--- src/rtl/serial_det_scheduler.sv ---
// Round-robin scheduler sharing one bit-serial sequence detector between
// N_REQ requesters: grant, clear detector, shift word MSB-first, count
// detector hits, report the count tagged with the requester id.
module serial_det_scheduler #(
    parameter int N_REQ  = 4,
    parameter int WORD_W = 8,
    parameter int CNT_W  = 4
) (
    input  logic                      clock,
    input  logic                      reset,
    input  logic [N_REQ-1:0]          req,
    input  logic [N_REQ*WORD_W-1:0]   word_in,
    output logic [N_REQ-1:0]          grant,
    output logic                      busy,
    output logic                      det_clear,
    output logic                      det_valid,
    output logic                      det_bit,
    input  logic                      det_F,
    output logic                      done,
    output logic [$clog2(N_REQ)-1:0]  done_id,
    output logic [CNT_W-1:0]          match_count
);

    localparam int IDW = $clog2(N_REQ);
    localparam int BCW = $clog2(WORD_W + 1);

    typedef enum logic [2:0] {IDLE, CLEAR, SHIFT, DRAIN, REPORT} state_t;

    state_t             state_q, state_d;
    logic [IDW-1:0]     last_q, last_d;
    logic [IDW-1:0]     id_q, id_d;
    logic [WORD_W-1:0]  shreg_q, shreg_d;
    logic [BCW-1:0]     bitcnt_q, bitcnt_d;
    logic [CNT_W-1:0]   mcnt_q, mcnt_d;
    logic [IDW-1:0]     done_id_q, done_id_d;
    logic [CNT_W-1:0]   match_count_q, match_count_d;
    // Arms the arbiter one edge after reset release, so grant stays low
    // while reset is held even though the FSM sits in IDLE.
    logic               en_q;

    logic [IDW-1:0]     win;
    logic               found;
    logic               hit;

    // Rotating-priority pick: first set req scanning from last+1, wrapping.
    always_comb begin
        int idx;
        win   = '0;
        found = 1'b0;
        idx   = 0;
        for (int i = 1; i <= N_REQ; i++) begin
            idx = (int'(last_q) + i) % N_REQ;
            if (!found && req[IDW'(idx)]) begin
                found = 1'b1;
                win   = IDW'(idx);
            end
        end
    end

    // Saturating hit: count det_F only while the counter has headroom.
    assign hit = det_F && (mcnt_q != {CNT_W{1'b1}});

    // Next-state and datapath updates for the grant/clear/shift/drain/report cycle.
    always_comb begin
        state_d       = state_q;
        last_d        = last_q;
        id_d          = id_q;
        shreg_d       = shreg_q;
        bitcnt_d      = bitcnt_q;
        mcnt_d        = mcnt_q;
        done_id_d     = done_id_q;
        match_count_d = match_count_q;
        case (state_q)
            IDLE: begin
                if (en_q && found) begin
                    shreg_d = word_in[win*WORD_W +: WORD_W];
                    last_d  = win;
                    id_d    = win;
                    state_d = CLEAR;
                end
            end
            CLEAR: begin
                bitcnt_d = '0;
                mcnt_d   = '0;
                state_d  = SHIFT;
            end
            SHIFT: begin
                shreg_d  = {shreg_q[WORD_W-2:0], 1'b0};
                bitcnt_d = bitcnt_q + BCW'(1);
                // First shift cycle's det_F still reflects the cleared detector.
                if (bitcnt_q != '0 && hit)
                    mcnt_d = mcnt_q + CNT_W'(1);
                if (bitcnt_q == BCW'(WORD_W - 1))
                    state_d = DRAIN;
            end
            DRAIN: begin
                // Final bit's response arrives here; fold it straight into the result.
                match_count_d = hit ? mcnt_q + CNT_W'(1) : mcnt_q;
                done_id_d     = id_q;
                state_d       = REPORT;
            end
            REPORT:  state_d = IDLE;
            default: state_d = IDLE;
        endcase
    end

    // State and datapath registers with asynchronous active-low reset.
    always_ff @(posedge clock or negedge reset) begin
        if (!reset) begin
            state_q       <= IDLE;
            last_q        <= IDW'(N_REQ - 1);
            id_q          <= '0;
            shreg_q       <= '0;
            bitcnt_q      <= '0;
            mcnt_q        <= '0;
            done_id_q     <= '0;
            match_count_q <= '0;
            en_q          <= 1'b0;
        end else begin
            state_q       <= state_d;
            last_q        <= last_d;
            id_q          <= id_d;
            shreg_q       <= shreg_d;
            bitcnt_q      <= bitcnt_d;
            mcnt_q        <= mcnt_d;
            done_id_q     <= done_id_d;
            match_count_q <= match_count_d;
            en_q          <= 1'b1;
        end
    end

    // One-hot grant pulse in the IDLE cycle that commits the winner.
    always_comb begin
        grant = '0;
        if (state_q == IDLE && en_q && found)
            grant[win] = 1'b1;
    end

    assign busy        = (state_q != IDLE);
    assign det_clear   = (state_q == CLEAR);
    assign det_valid   = (state_q == SHIFT);
    assign det_bit     = (state_q == SHIFT) && shreg_q[WORD_W-1];
    assign done        = (state_q == REPORT);
    assign done_id     = done_id_q;
    assign match_count = match_count_q;

endmodule

--- config.mk ---
export PLATFORM = sky130hd
export DESIGN_NAME = serial_det_scheduler
export DESIGN_NICKNAME = d
export VERILOG_FILES = /design/src/rtl/serial_det_scheduler.sv
export SDC_FILE = /design/constraint.sdc
export NUM_CORES = 1
export LEC_CHECK = 0
export CAP_MARGIN = 15
export CELL_PAD_IN_SITES_DETAIL_PLACEMENT = 2
export CELL_PAD_IN_SITES_GLOBAL_PLACEMENT = 2
export CORE_UTILIZATION = 26
export CTS_CLUSTER_SIZE = 24
export DETAILED_ROUTE_END_ITERATION = 12
export GPL_TIMING_DRIVEN = 0
export PLACE_DENSITY_LB_ADDON = 0.1
export SLEW_MARGIN = 25
export SYNTH_ARGS = -nofsm -noshare
export SYNTH_HDL_FRONTEND = slang
export SYNTH_SLANG_ARGS = --single-unit
--- constraint.sdc ---
create_clock -name clock -period 1.9 [get_ports clock]
set_clock_uncertainty 0.2 [all_clocks]
set_input_delay 0.19 -clock clock [delete_from_list [all_inputs] [get_ports clock]]
set_output_delay 0.19 -clock clock [all_outputs]
set_load 0.01 [all_outputs]
# == Word-level counts from Yosys, hierarchy flattened ==
# Index checks and enable logic that the tools add are counted.
# word_totals
out_inout_bits,15
inputBits,39
wordCells,85
ff_bits,30
# op_classes
shifts,1
magnitude_cmp,6
reduce_logical,22
eq_ne,9
n_mux,32
add_sub_neg,6
# ops
cell,n
$shiftx 32x6->8,1
$lt 2x4->1 const B,4
$pmux 4 s2,2
$pmux 8 s2,1
$mux 1,13
$mux 4,3
$pmux 3 s4,1
$logic_and 1x1->1,10
$add 4x1->4 const B,2
$bmux 1 s2,4
$mux 2,4
$mux 8,1
$reduce_and 2->1,4
$eq 3x2->1 const B,2
$mux 3,2
$add 2x1->2 const B,2
$add 2x2->2 const B,2
$eq 4x3->1 const B,1
$ne 2x1->1 const B,2
$ne 4x4->1 const B,1
$reduce_bool 2->1,2
$reduce_bool 4->1,1
$eq 3x1->1 const B,1
$eq 3x3->1 const B,1
other kinds (7),9

# == Logic depth before layout (Yosys ltp) ==
# logic_depth
depth_word,19
ltp_mapped,7
ltp_nobuf,7

# == Worst setup path after synthesis ==
# OpenSTA, ideal clock, no wires.
# synth_path
path_kind,register -> output
from,register last_q[0]
to,output port grant[1]
t_arrival_ns,1.431
path_stages_with_launch,5
path_buffers,0
t_required_ns,1.510
path_slack_ns,0.079
path_cell_list,dfstp_2 -> and3b_1 -> o31ai_4 -> nand2_2 -> nor2b_1
# synth_via
elab_chain_len,19
elab_cells_between_ends,37
classes_between,add/sub (4); order compare (2); mux (23); reduce/logical (8)
# synth_rtl
element,line,text
start: declaration,30,"logic [IDW-1:0] last_q, last_d;"
start signal: assignment,111,last_q <= IDW'(N_REQ - 1);
start signal: assignment,121,last_q <= last_d;
$add 2x1->2,52,idx = (int'(last_q) + i) % N_REQ;
$bmux 1 s2,53,if (!found && req[IDW'(idx)]) begin
$mux 1 (not written as such) (2 in series),53,
$mux 1,53,
$logic_not 1->1,53,
$logic_and 1x1->1,53,
$mux 1,53,
$logic_not 1->1,53,
(+2 left out),n/a,
$logic_not 1->1,53,
$logic_and 1x1->1,53,
$mux 2,53,
$lt 2x3->1 (not written as such) / $ge 2x1->1 (equally long branches),136,grant[win] = 1'b1;
$logic_and 1x1->1 (not written as such),136,
$mux 1 (not written as such),136,
$demux 1 s2,136,
$mux 4 (*),135,if (state_q == IDLE && en_q && found)
end: declaration,13,"output logic [N_REQ-1:0] grant,"
# Mark *: on every way between the ends. The rest lies on a longest branch, timed or not. The select of a mux whose other input is x is not followed.

# == Final worst setup path ==
# Ends and elaborated chain as after synthesis.

==> impl_results.md <==
* Status: finished, violations left
* Failing checks: negative setup slack
* Reg2reg path depth at 9
* Psw at 1.60 mW
* Share of the synthesized area in the top cell type at 0.391
* CP max stage cell: dfstp_2
* Vias in the first global route at 1784
* Grt ovf at 0
* Clk Tree Root Cell: clkbuf_8
* Hold Violations, Final at 0
* Critical path class: reg -> out
* CP arrival at 1.87 ns
* LEAKAGE at 1.33 nW
* Synth cell count leaders: dfrtp_1 (28), mux2i_1 (16), nand2_1 (15)
* Global Route Usage Sum at 0.171
* Ports at 54
* H-tree lvl count at 2
* Fin crit share at 1.19
* Drt initial violations at 90
* N_diodes at 0
* Met3 wire len at 260 µm
* Distinct cells, synth at 49
* Sequential fraction of the synthesis area at 0.420
* Cell mode on critical path: buf_6
* Dpl hpwl at 4.20 mm
* Largest net degree at the start of global routing at 19
* Int Pwr at 2.64 mW
* Routability Congestion at 0.765
* Peak VDD IR at 574 µV
* Synth-to-layout area growth at 70.8%
* Worst setup EP type: output port
* Initial Util at 0.276
* Fillers at 673
* Std cell rows at 29
* Bufs on Longest Clock Path at 2
* Highest metal used: met4
* Synth Flop Type: dfrtp_1
* Clk pwr share at 0.133
* Placement Setup Slack at -0.806 ns
* CP top delay family: flip-flops
* Worst reg-to-reg setup slack at -0.27 ns
* Post-synth EDFFs at 0
* Synth area leaders: dfrtp_1 (39%), mux2i_1 (8.9%), o221ai_2 (5.0%)
* CP Data Required Time at 1.51 ns
* Routed len/inst at 18.4 µm
* Crit path depth at 7
* Yosys warns at 0
* # Max-Cap Violations at 0
* DR vias/cell at 4.92
* Vert. Die Dim at 85.1 µm
* Skew-Pair Late Insertion Delay at 0.29 ns
* Final nets at 308
* Final setup viols at 14
* Fin. max-slew vios at 0
* Comb power frac at 0.603
* Netlist Area Pre-Place at 1790 µm²
* Clock buffer count from CTS at 5
* R2r endpoint: shreg_q[0]$_DFFE_PN0P_
* Crit-path max cell delay at 0.55 ns
* Drt drc at 0
* Cells after Synth at 169
* Final WS setup at -0.356 ns
* CTS tree: done
* Flop pwr share at 0.264
* Final hold slack at 0.157 ns
* Post-Syn Area per Cell at 10.6 µm²
* Layout cell share with drive strength beyond 1 at 0.404
* First element of the critical path: last_q[0]$_DFFE_PN1P_
* Worst-path clk slew at 0.07 ns
* Antenna violations before repair at 0
* Via count at 1694
* Power per Cell Area at 1380 nW/µm²
* Met1 wire length at 2.73 mm
* # clock sinks at 30
* CP Buf/Inv Count at 3
* Switch share at 0.378
* Crit-path max FO at 3
* Routed wire length at 6.34 mm
* Antenna-violating nets left at 0
* Most common cell in the netlist: dfrtp_1
* Reg-to-Reg Start: last_q[1]$_DFFE_PN1P_
* DR pass1 iterations at 4
* RSZ-0062 raised after global routing: true
* Core area at 6490 µm²
* First-pass GRT wire length at 9.43 mm
* Routed wl met2 at 3.30 mm
* Ys async rst share at 1.00
* Period minus WS final at 2.26 ns
* Die area at 7240 µm²
* IO buf count at 53
* Worst path cell trace: and3b_2 > o31ai_4 > buf_4 > nand2_4 > buf_6 > nor2b_4 > buf_6
* HP Class: in -> async
* Synth area leader: dfrtp_1
* Fmax achieved at 443 MHz
* Chip width at 85.1 µm
* Critical Path End: grant[1]
* Crit path launch type: register
* Syn Nets at 211
* Number of synthesized register bits at 30
-- worst min path at each step --
stage | from | to | slack [ns] | cells past startpoint
floorplan | reset | bitcnt_q[0]$_DFFE_PN0N_ | -0.31 | 0
global placement | match_count[1]$_DFFE_PN0P_ | match_count[1]$_DFFE_PN0P_ | 0.27 | 2
detailed placement | reset | mcnt_q[2]$_DFFE_PN0P_ | -0.07 | 1
CTS | reset | mcnt_q[2]$_DFFE_PN0P_ | 0.16 | 2
global route | reset | mcnt_q[3]$_DFFE_PN0P_ | 0.17 | 2
finish | reset | mcnt_q[2]$_DFFE_PN0P_ | 0.16 | 2
-- routing by layer --
metal,vias to the layer above,GRT usage
met3,5,0.0340
met2,44,0.307
met4,0,0.0416
met5,-,0
li1,810,-
met1,835,0.209
-- power groups by stage --
stage	combinational [mW]	sequential, mW	clock, mW
finish	2.55	1.12	0.564
global route	2.77	1.15	0.604
CTS	2.12	1.11	0.572
detailed placement	1.73	1.12	0
global placement	1.67	1.09	0
floorplan	1.11	1.08	0
-- state kept, by name, summed over array words and instances (netlist names) --
register	flops
match_count	4
shreg_q	8
done_id	2
mcnt_q	4
id_q	2
en_q	1
last_q	2
bitcnt_q	4
state_q	3
-- cell usage in the layout (no fill, tap or decap), drive strengths merged, types with 2 or more instances in the layout --
master / count
o221ai: 6
clkdlybuf4s50: 41
nor2: 6
nand2b: 4
dlygate4sd2: 2
nand2: 16
nand4: 3
dfrtp: 28
a22oi: 7
a21oi: 2
mux2i: 16
o31ai: 3
o211ai: 2
or3b: 2
o21ai: 17
nor2b: 3
nor3b: 2
and2: 2
ha: 3
dfstp: 2
inv: 10
nand3: 9
buf: 48
mux2: 5
clkbuf: 9
-- per-stage QoR --
stage	cell area [µm²]	total power [mW]	TNS, ns	cells	utilization
6_report	3060	4.24	-3.08	344	0.472
5_1_grt	3060	4.53	-4.46	344	0.472
4_1_cts	2810	3.80	-3.32	327	0.432
3_5_place_dp	2440	2.85	-9.29	300	0.376
3_3_place_gp	2420	2.76	-13.21	299	0.373
2_1_floorplan	1790	2.19	0	169	-
-- what timing repair did --
action / in CTS / in global routing
endpoints found under the setup margin: 21 / 22
pin swaps: 7 / 6
cloned: 1 / 1
hold buffers: 1 / 0
setup buffers: 18 / 16
hold endpoints to repair: 30 / 0
resized for setup: 62 / 38
-- cell type report --
cell class,count,area (µm²),area share
inverters,10,40.0,0.0131
multi-input cells,122,1130,0.368
clock buffers,6,82.6,0.0269
plain buffers,6,72.6,0.0237
well taps,77,96.3,0.0314
flip-flops and latches,30,757,0.247
repair buffers,91,875,0.285
clock inverters,2,12.5,0.00408
-- logic make-up (layout without fill, tap and decap cells) --
family / after synthesis / after routing / share of synthesized area
XOR/XNOR: 1 / 1 / 0.00488
other: 1 / 1 / 0.00209
buffers and inverters: 17 / 115 / 0.0600
adder cells (fa/ha/maj): 3 / 3 / 0.0209
flip-flops: 30 / 30 / 0.420
multiplexers: 21 / 21 / 0.125
AND/OR/NAND/NOR: 56 / 56 / 0.181
AO/OA/AOI/OAI: 40 / 40 / 0.187
Power figures use the tool's default switching activity.
